===== config.mk =====
export PLATFORM = sky130hd
export DESIGN_NAME = sdram_cmd_sequencer
export DESIGN_NICKNAME = d
export VERILOG_FILES = /design/src/rtl/sdram_cmd_sequencer.sv
export SDC_FILE = /design/constraint.sdc
export NUM_CORES = 1
export LEC_CHECK = 0
export ABC_AREA = 1
export CAP_MARGIN = 10
export CORE_ASPECT_RATIO = 0.75
export CORE_UTILIZATION = 35
export CTS_BUF_LIST = sky130_fd_sc_hd__clkbuf_16
export DETAILED_ROUTE_END_ITERATION = 7
export PLACE_DENSITY = 0.71
export SLEW_MARGIN = 25
export SYNTH_ARGS = -nofsm -noshare
export SYNTH_HDL_FRONTEND = slang
export SYNTH_SLANG_ARGS = --single-unit

===== constraint.sdc =====
create_clock -name clk -period 1.9 [get_ports clk]
set_input_delay 0.475 -clock clk [delete_from_list [all_inputs] [get_ports clk]]
set_output_delay 0.475 -clock clk [all_outputs]
set_load 0.005 [all_outputs]

===== src/rtl/sdram_cmd_sequencer.sv =====
// sdram_cmd_sequencer
//
// Purpose: SDRAM command sequencer. Runs the power-up sequence (NOP, precharge
// all, mode-register set), then serves single-burst read/write requests and
// auto-refresh requests. Every gap between commands is timed by the shared
// delay_generator: the sequencer pulses one load_* strobe when it enters a
// wait state, then waits for countout to reach zero.
//
// Ports:
//   clk, reset            clock, synchronous active-high reset
//   req_valid/req_ready   host request handshake (ready is combinational)
//   req_write, req_addr   burst direction and {bank, row, col} address
//   refresh_req/ack       level refresh request, ack pulses with REF command
//   mode_cfg              mode word, captured once after reset
//   program_data          captured mode word, fed to delay_generator
//   load_twait/tpre/tcas/tburst, countout   delay_generator control/status
//   cs_n/ras_n/cas_n/we_n, ba, addr         SDRAM command/address pins
//   data_phase, data_write                  burst data cycle and direction
module sdram_cmd_sequencer #(
  parameter int ROW_W = 12,
  parameter int COL_W = 8,
  parameter int BA_W  = 2
) (
  input  logic                          clk,
  input  logic                          reset,
  input  logic                          req_valid,
  input  logic                          req_write,
  input  logic [BA_W+ROW_W+COL_W-1:0]   req_addr,
  output logic                          req_ready,
  input  logic                          refresh_req,
  output logic                          refresh_ack,
  input  logic [9:0]                    mode_cfg,
  output logic [9:0]                    program_data,
  output logic                          load_twait,
  output logic                          load_tpre,
  output logic                          load_tcas,
  output logic                          load_tburst,
  input  logic [9:0]                    countout,
  output logic                          cs_n,
  output logic                          ras_n,
  output logic                          cas_n,
  output logic                          we_n,
  output logic [BA_W-1:0]               ba,
  output logic [ROW_W-1:0]              addr,
  output logic                          data_phase,
  output logic                          data_write
);

  // {cs_n, ras_n, cas_n, we_n}
  localparam logic [3:0] CMD_NOP   = 4'b0111;
  localparam logic [3:0] CMD_ACT   = 4'b0011;
  localparam logic [3:0] CMD_READ  = 4'b0101;
  localparam logic [3:0] CMD_WRITE = 4'b0100;
  localparam logic [3:0] CMD_PRE   = 4'b0010;
  localparam logic [3:0] CMD_REF   = 4'b0001;
  localparam logic [3:0] CMD_MRS   = 4'b0000;

  // addr[10] selects "all banks" on PRE and auto-precharge on READ/WRITE
  localparam logic [ROW_W-1:0] ADDR_A10 = ROW_W'(1) << 10;

  // S_BOOT is the single cycle after reset where outputs still show reset
  // values; the init sequence starts from the following cycle.
  typedef enum logic [3:0] {
    S_BOOT,
    S_INIT_NOP,
    S_INIT_PRE,
    S_INIT_MRS,
    S_IDLE,
    S_REF,
    S_ACT,
    S_RW,
    S_DATA,
    S_PRE
  } state_t;

  state_t            state_q;
  logic              first_q;      // high in the entry cycle of a wait state
  logic [3:0]        cmd_q;
  logic [BA_W-1:0]   ba_q;
  logic [ROW_W-1:0]  addr_q;
  logic              load_twait_q;
  logic              load_tpre_q;
  logic              load_tcas_q;
  logic              load_tburst_q;
  logic              refresh_ack_q;
  logic              data_phase_q;
  logic              data_write_q;
  logic [9:0]        program_data_q;
  logic [BA_W-1:0]   bank_q;
  logic [ROW_W-1:0]  row_q;
  logic [COL_W-1:0]  col_q;
  logic              write_q;

  logic [BA_W-1:0]   req_bank;
  logic [ROW_W-1:0]  req_row;
  logic [COL_W-1:0]  req_col;
  logic              wait_done;
  logic              more_data;

  assign req_bank = req_addr[BA_W+ROW_W+COL_W-1 -: BA_W];
  assign req_row  = req_addr[ROW_W+COL_W-1 -: ROW_W];
  assign req_col  = req_addr[COL_W-1:0];

  // countout still holds the previous delay in the entry cycle, so it is
  // only trusted from the second cycle of a wait state onwards.
  assign wait_done = ~first_q & (countout == '0);

  // data_phase is registered, so it is predicted one cycle ahead: the word
  // count seen next cycle will be countout - 1.
  assign more_data = countout > 10'd1;

  assign req_ready = (state_q == S_IDLE) & ~refresh_req;

  always_ff @(posedge clk) begin
    if (reset) begin
      state_q        <= S_BOOT;
      first_q        <= 1'b0;
      cmd_q          <= CMD_NOP;
      ba_q           <= '0;
      addr_q         <= '0;
      load_twait_q   <= 1'b0;
      load_tpre_q    <= 1'b0;
      load_tcas_q    <= 1'b0;
      load_tburst_q  <= 1'b0;
      refresh_ack_q  <= 1'b0;
      data_phase_q   <= 1'b0;
      data_write_q   <= 1'b0;
      program_data_q <= '0;
      bank_q         <= '0;
      row_q          <= '0;
      col_q          <= '0;
      write_q        <= 1'b0;
    end else begin
      // Single-cycle defaults: commands and strobes last exactly one cycle.
      first_q       <= 1'b0;
      cmd_q         <= CMD_NOP;
      ba_q          <= '0;
      addr_q        <= '0;
      load_twait_q  <= 1'b0;
      load_tpre_q   <= 1'b0;
      load_tcas_q   <= 1'b0;
      load_tburst_q <= 1'b0;
      refresh_ack_q <= 1'b0;
      data_phase_q  <= 1'b0;
      data_write_q  <= 1'b0;

      unique case (state_q)
        S_BOOT: begin
          state_q        <= S_INIT_NOP;
          first_q        <= 1'b1;
          load_twait_q   <= 1'b1;
          program_data_q <= mode_cfg;
        end

        S_INIT_NOP: begin
          if (wait_done) begin
            state_q     <= S_INIT_PRE;
            first_q     <= 1'b1;
            cmd_q       <= CMD_PRE;
            addr_q      <= ADDR_A10;
            load_tpre_q <= 1'b1;
          end
        end

        S_INIT_PRE: begin
          if (wait_done) begin
            state_q      <= S_INIT_MRS;
            first_q      <= 1'b1;
            cmd_q        <= CMD_MRS;
            addr_q       <= ROW_W'(program_data_q);
            load_twait_q <= 1'b1;
          end
        end

        S_INIT_MRS: begin
          if (wait_done) state_q <= S_IDLE;
        end

        S_IDLE: begin
          // Refresh wins a tie; the host request simply stays pending.
          if (refresh_req) begin
            state_q       <= S_REF;
            first_q       <= 1'b1;
            cmd_q         <= CMD_REF;
            load_twait_q  <= 1'b1;
            refresh_ack_q <= 1'b1;
          end else if (req_valid) begin
            state_q      <= S_ACT;
            first_q      <= 1'b1;
            cmd_q        <= CMD_ACT;
            ba_q         <= req_bank;
            addr_q       <= req_row;
            load_twait_q <= 1'b1;
            bank_q       <= req_bank;
            row_q        <= req_row;
            col_q        <= req_col;
            write_q      <= req_write;
          end
        end

        S_REF: begin
          if (wait_done) state_q <= S_IDLE;
        end

        S_ACT: begin
          if (wait_done) begin
            state_q     <= S_RW;
            first_q     <= 1'b1;
            cmd_q       <= write_q ? CMD_WRITE : CMD_READ;
            ba_q        <= bank_q;
            addr_q      <= ROW_W'(col_q);  // addr[10] = 0: no auto-precharge
            load_tcas_q <= 1'b1;
          end
        end

        S_RW: begin
          if (wait_done) begin
            state_q       <= S_DATA;
            first_q       <= 1'b1;
            load_tburst_q <= 1'b1;
          end
        end

        S_DATA: begin
          if (first_q) begin
            // Burst length is at least 1, so the first word always follows.
            data_phase_q <= 1'b1;
            data_write_q <= write_q;
          end else if (countout == '0) begin
            state_q     <= S_PRE;
            first_q     <= 1'b1;
            cmd_q       <= CMD_PRE;
            ba_q        <= bank_q;
            load_tpre_q <= 1'b1;
          end else begin
            data_phase_q <= more_data;
            data_write_q <= more_data & write_q;
          end
        end

        S_PRE: begin
          if (wait_done) state_q <= S_IDLE;
        end

        default: state_q <= S_BOOT;
      endcase
    end
  end

  assign {cs_n, ras_n, cas_n, we_n} = cmd_q;
  assign ba           = ba_q;
  assign addr         = addr_q;
  assign load_twait   = load_twait_q;
  assign load_tpre    = load_tpre_q;
  assign load_tcas    = load_tcas_q;
  assign load_tburst  = load_tburst_q;
  assign refresh_ack  = refresh_ack_q;
  assign data_phase   = data_phase_q;
  assign data_write   = data_write_q;
  assign program_data = program_data_q;

endmodule


After elaboration in Yosys (flattened, before gate mapping)
Cells that the tools add are included.
Word-level totals
  register bits: 51
  bits of input ports: 47
  output and inout port bits: 36
  logic and storage cells: 97
Cells by class
  magnitude comparators: 1
  equality and inequality tests: 17
  mux-type cells: 44
  bitwise logic cells: 9
  reductions and logical operators: 10
Operators with widths (number)
  $pmux W12 S4: 1
  $mux W4: 9
  $pmux W4 S8: 1
  $mux W12: 2
  $mux W3: 6
  $eq A4 B3 Y1 const B: 4
  $pmux W3 S5: 1
  $mux W2: 6
  $ne A2 B2 Y1 const B: 6
  $mux W1: 11
  $mux W11: 1
  $gt A10 B1 Y1 const B: 1
  $logic_not A10 Y1: 1
  $mux W10: 1
  $eq A4 B2 Y1 const B: 2
  $eq A4 B4 Y1 const B: 2
  $mux W8: 1
  $reduce_and A8 Y1: 1
  $reduce_or A2 Y1: 4
  $not A1 Y1: 6
  $pmux W2 S3: 1
  $eq A4 B1 Y1 const B: 1
  $logic_not A4 Y1: 1
  $pmux W1 S4: 1
  8 further kinds: 10

Logic depth before layout (Yosys ltp)
  depth after elaboration: 4
  depth in mapped cells: 11

Least setup slack after synthesis
Ideal clock, no wire load.
  path kind: input to register
  start point: input countout[6]
  end point: register state_q[0]
  arrival time: 1385 ps
  setup slack: 400 ps
  stages: 8
  path buffers: 0
  cell sequence: nor2_1 > inv_1 > nor2_2 > nand3_4 > a21oi_2 > nand3_1 > nand2_1 > nor2_1
On the way
  word-level cells in the longest chain between the ends: 4
  elaborated cells between the ends (all ways): 9
  classes of those cells: eq/ne: 6; bitwise: 1; reduce/logical: 2
Ends and longest elaborated chain
  start, declared: RTL line 38  | input logic [9:0] countout,
  $logic_not A10 Y1 (*): RTL line 106, 229
  $and A1 B1 Y1: RTL line 106  | assign wait_done = ~first_q & (countout == '0);
  $ne A2 B2 Y1 (no line) or $ne A2 B1 Y1 (tied branches)
  $reduce_and A8 Y1 (no line) (*)
  end signal, assigned: RTL line 116  | state_q <= S_BOOT;
  end signal, assigned: RTL line 230  | state_q <= S_PRE;
  end signal, assigned: RTL line 242  | if (wait_done) state_q <= S_IDLE;
  end, declared: RTL line 76  | state_t state_q;
Every way passes the cells marked *; elsewhere a longest branch is shown, timed or not.
A chain may end at the register's enable or synchronous reset.

Worst setup path in the final report
  start point: register state_q[1]
  end point: output req_ready
On the way
  word-level cells in the longest chain between the ends: 2
Ends and longest elaborated chain
  start signal, assigned: RTL line 116
  start signal, assigned: RTL line 149  | state_q <= S_INIT_NOP;
  start signal, assigned: RTL line 157  | state_q <= S_INIT_PRE;
  $eq A4 B3 Y1: RTL line 112  | assign req_ready = (state_q == S_IDLE) & ~refresh_req;
  $and A1 B1 Y1: RTL line 112
  end, declared: RTL line 29  | output logic req_ready,
Every way passes these cells.

==> metrics.yaml <==
outcome: "completed"
tritoncts: "built"
hold-worst-slack_ns: 0.463
drt-wirelength-per-cell_um: 11.9
grt.total_usage_pct: 18.6
period_share_pct: 90.0
synth-async-reset-ratio_pct: 0
synth_enable_flop_cells: 0
synth.area.mux_share_pct: 0
yosysUniqueCellTypes: 32
cap_viol_max_count: 0
netlist_instances: 302
rows: 24
finalMaxSlewViolations: 0
synth_top_family_by_area: "simple AND/OR/NAND/NOR gates"
worst-r2r-setup-slack_ns: 0.25
path_cells: "nor2_4 -> nand2_4 -> nor2_8 -> dlygate4sd2_1"
final_common_cell: "nand2_1"
reg2reg_from: "state_q[1]"
crit_family: "flip-flops"
hold_depth: 2
cts_made_buffers: 5
drtAntennaViolNets: 0
clk_path_buf_depth: 2
critPathMaxStageDelay_ns: 0.38
synth_simple_gate_area_share_pct: 33.9
clock_skew_ns: 0.00630
dp_hpwl_um: 4310
ys.warnings.count: 0
finalCriticalPeriod_ns: 1.71
cts_max_level: 2
path_depth: 4
area_growth_pct: 54.9
cts_hold_buffers: 0
cp-endpoint: "req_ready"
fp.dieH_um: 70.0
fp.dieW_um: 92.7
power.density_mw_per_mm2: 1140
via_per_inst: 4.53
total_power_uw: 3800
nets: 449
setup_viol: 0
synth_ff_type: "dfxtp_1"
critPathSlowestCell: "dfxtp_1"
num_antenna_cells: 0
cts_root_buf: "clkbuf_16"
grt_pass1_wl_um: 9470
crit_arrival_ns: 1.23
worstSetupPathType: "reg2out"
dr.pass1.iters: 4
clock_latency_ns: 0.29
placed_area_mm2: 0.00316
final_util_pct: 56.8
synth-seq-cells: 50
end_kind: "output port"
path_clk_slew_ns: 0.06
dieArea_mm2: 0.00649
synth.cell_area_mm2: 0.00216
dr_total_vias: 2179
layout_common_cells: "nand2_1, clkdlybuf4s50_1, dfxtp_1, nor2_1, inv_1"
seq_area_frac_synth_pct: 46.4
critical_path.startpoint: "state_q[1]"
worst-path-buf-inv: 1
max-vdd-ir-drop_uv: 479
r2r_end: "program_data[6]"
fin_setup_tns_ns: 0
hp-class: "reg2reg"
post_synth.cell_area_avg_um2: 7.15
max_freq_mhz: 585
cts_sinks: 50
grt-ovfl-total: 0
grt_max_degree: 19
critPathRequiredTime_ns: 1.42
io_buffers: 81
initial_core_util_pct: 36.7
final_area_mm2: 0.00334
syn_nets: 349
core_area_mm2: 0.00589
cp-start-kind: "flop"
wl_um: 5700
drtIter0Drc: 95
synth_xor_area_share_pct: 0
synth_fa_ha_area_share_pct: 0
io_pins: 83
worstPathMaxFanout: 6
leakage_uw: 0.00151
gp_congestion: 0.842
drive_above_1_share_pct: 11.7
antenna_found_initial: 0
rsz0062_at_grt: "false"
final_hold_viol_count: 0
grt_pass1_vias: 2042
drc_errors: 0
reg2regPathDepth: 7
synth_compound_area_share_pct: 10.9
## synth_stat cells (2+ instances only)
cell | n | area [um2]
nand2_1 | 82 | 308
dfxtp_1 | 50 | 1000
nor2_1 | 48 | 180
inv_1 | 29 | 109
a21oi_1 | 22 | 110
o21ai_0 | 14 | 70.1
nand3_1 | 13 | 65.1
nor3_1 | 5 | 25.0
clkbuf_1 | 4 | 15.0
buf_6 | 3 | 33.8
nand2_2 | 3 | 18.8
nand2_4 | 3 | 33.8
nor2_2 | 3 | 18.8
a21oi_2 | 2 | 17.5
buf_2 | 2 | 10.0
o21ai_1 | 2 | 10.0
o22ai_1 | 2 | 12.5
## registers in the layout, indices dropped and copies added (netlist names)
register,flops
load_tpre,1
data_phase,1
load_twait,1
cmd_q,3
data_write,1
bank_q,2
program_data,10
state_q,4
load_tburst,1
addr,12
first_q,1
ba,2
write_q,1
refresh_ack,1
load_tcas,1
col_q,8
## worst min path at each step
stage,slack [ns],from,endpoint
5_1_grt,0.49,col_q[0],col_q[0]
3_5_place_dp,0.45,col_q[5],col_q[5]
6_report,0.46,col_q[5],col_q[5]
2_1_floorplan,0.44,write_q,data_write
4_1_cts,0.46,col_q[5],col_q[5]
3_3_place_gp,0.45,col_q[0],col_q[0]
## layer usage
layer | track usage [%] | routed length, um
met5 | 0 | 0
met4 | 5.47 | 53
met3 | 4.68 | 381
met2 | 29.1 | 2470
met1 | 25.3 | 2800
## worst reg2reg max path, delay by kind of cell (launching register included)
| kind | cells | cell delay [ns] |
|---|---|---|
| flip-flops | 1 | 0.38 |
| buffers and inverters | 3 | 0.50 |
| AND/OR/NAND/NOR | 4 | 0.67 |
## repair_timing
action,4_1_cts,5_1_grt
pin swaps,2,0
resized for setup,4,2
buffers inserted,1,0
setup endpoints to repair,1,6
cloned,0,0
## cell families after synthesis
kind of cell           count (synthesis)
AOI/OAI and AO/OA                     44
buffers and inverters                 42
DFF                                   50
other                                  1
and+or+nand+nor                      165
## area by class of cell
cell class,count,area (um2)
Clock buffer,5,125
Clock inverter,3,41.3
Fill cell,580,2540
Inverter,32,121
Multi-Input combinational cell,210,982
Sequential cell,50,1000
Tap cell,78,97.6
Timing Repair Buffer,103,973
## power breakdown
| part | internal [uW] | leakage, uW | switching, uW |
|---|---|---|---|
| registers | 1240 | 0.000408 | 123 |
| clock network | 616 | 0.0000812 | 378 |
| logic | 684 | 0.00102 | 754 |
| total | 2540 | 0.00151 | 1260 |
## through the flow
step	instances	setup WS, ns
after floorplan	302	0.400
after global placement	472	-0.192
after detailed placement	472	-0.204
after CTS	481	0.105
after global routing	481	0.0734
final	481	0.190
(Power assumes the default switching activity.)
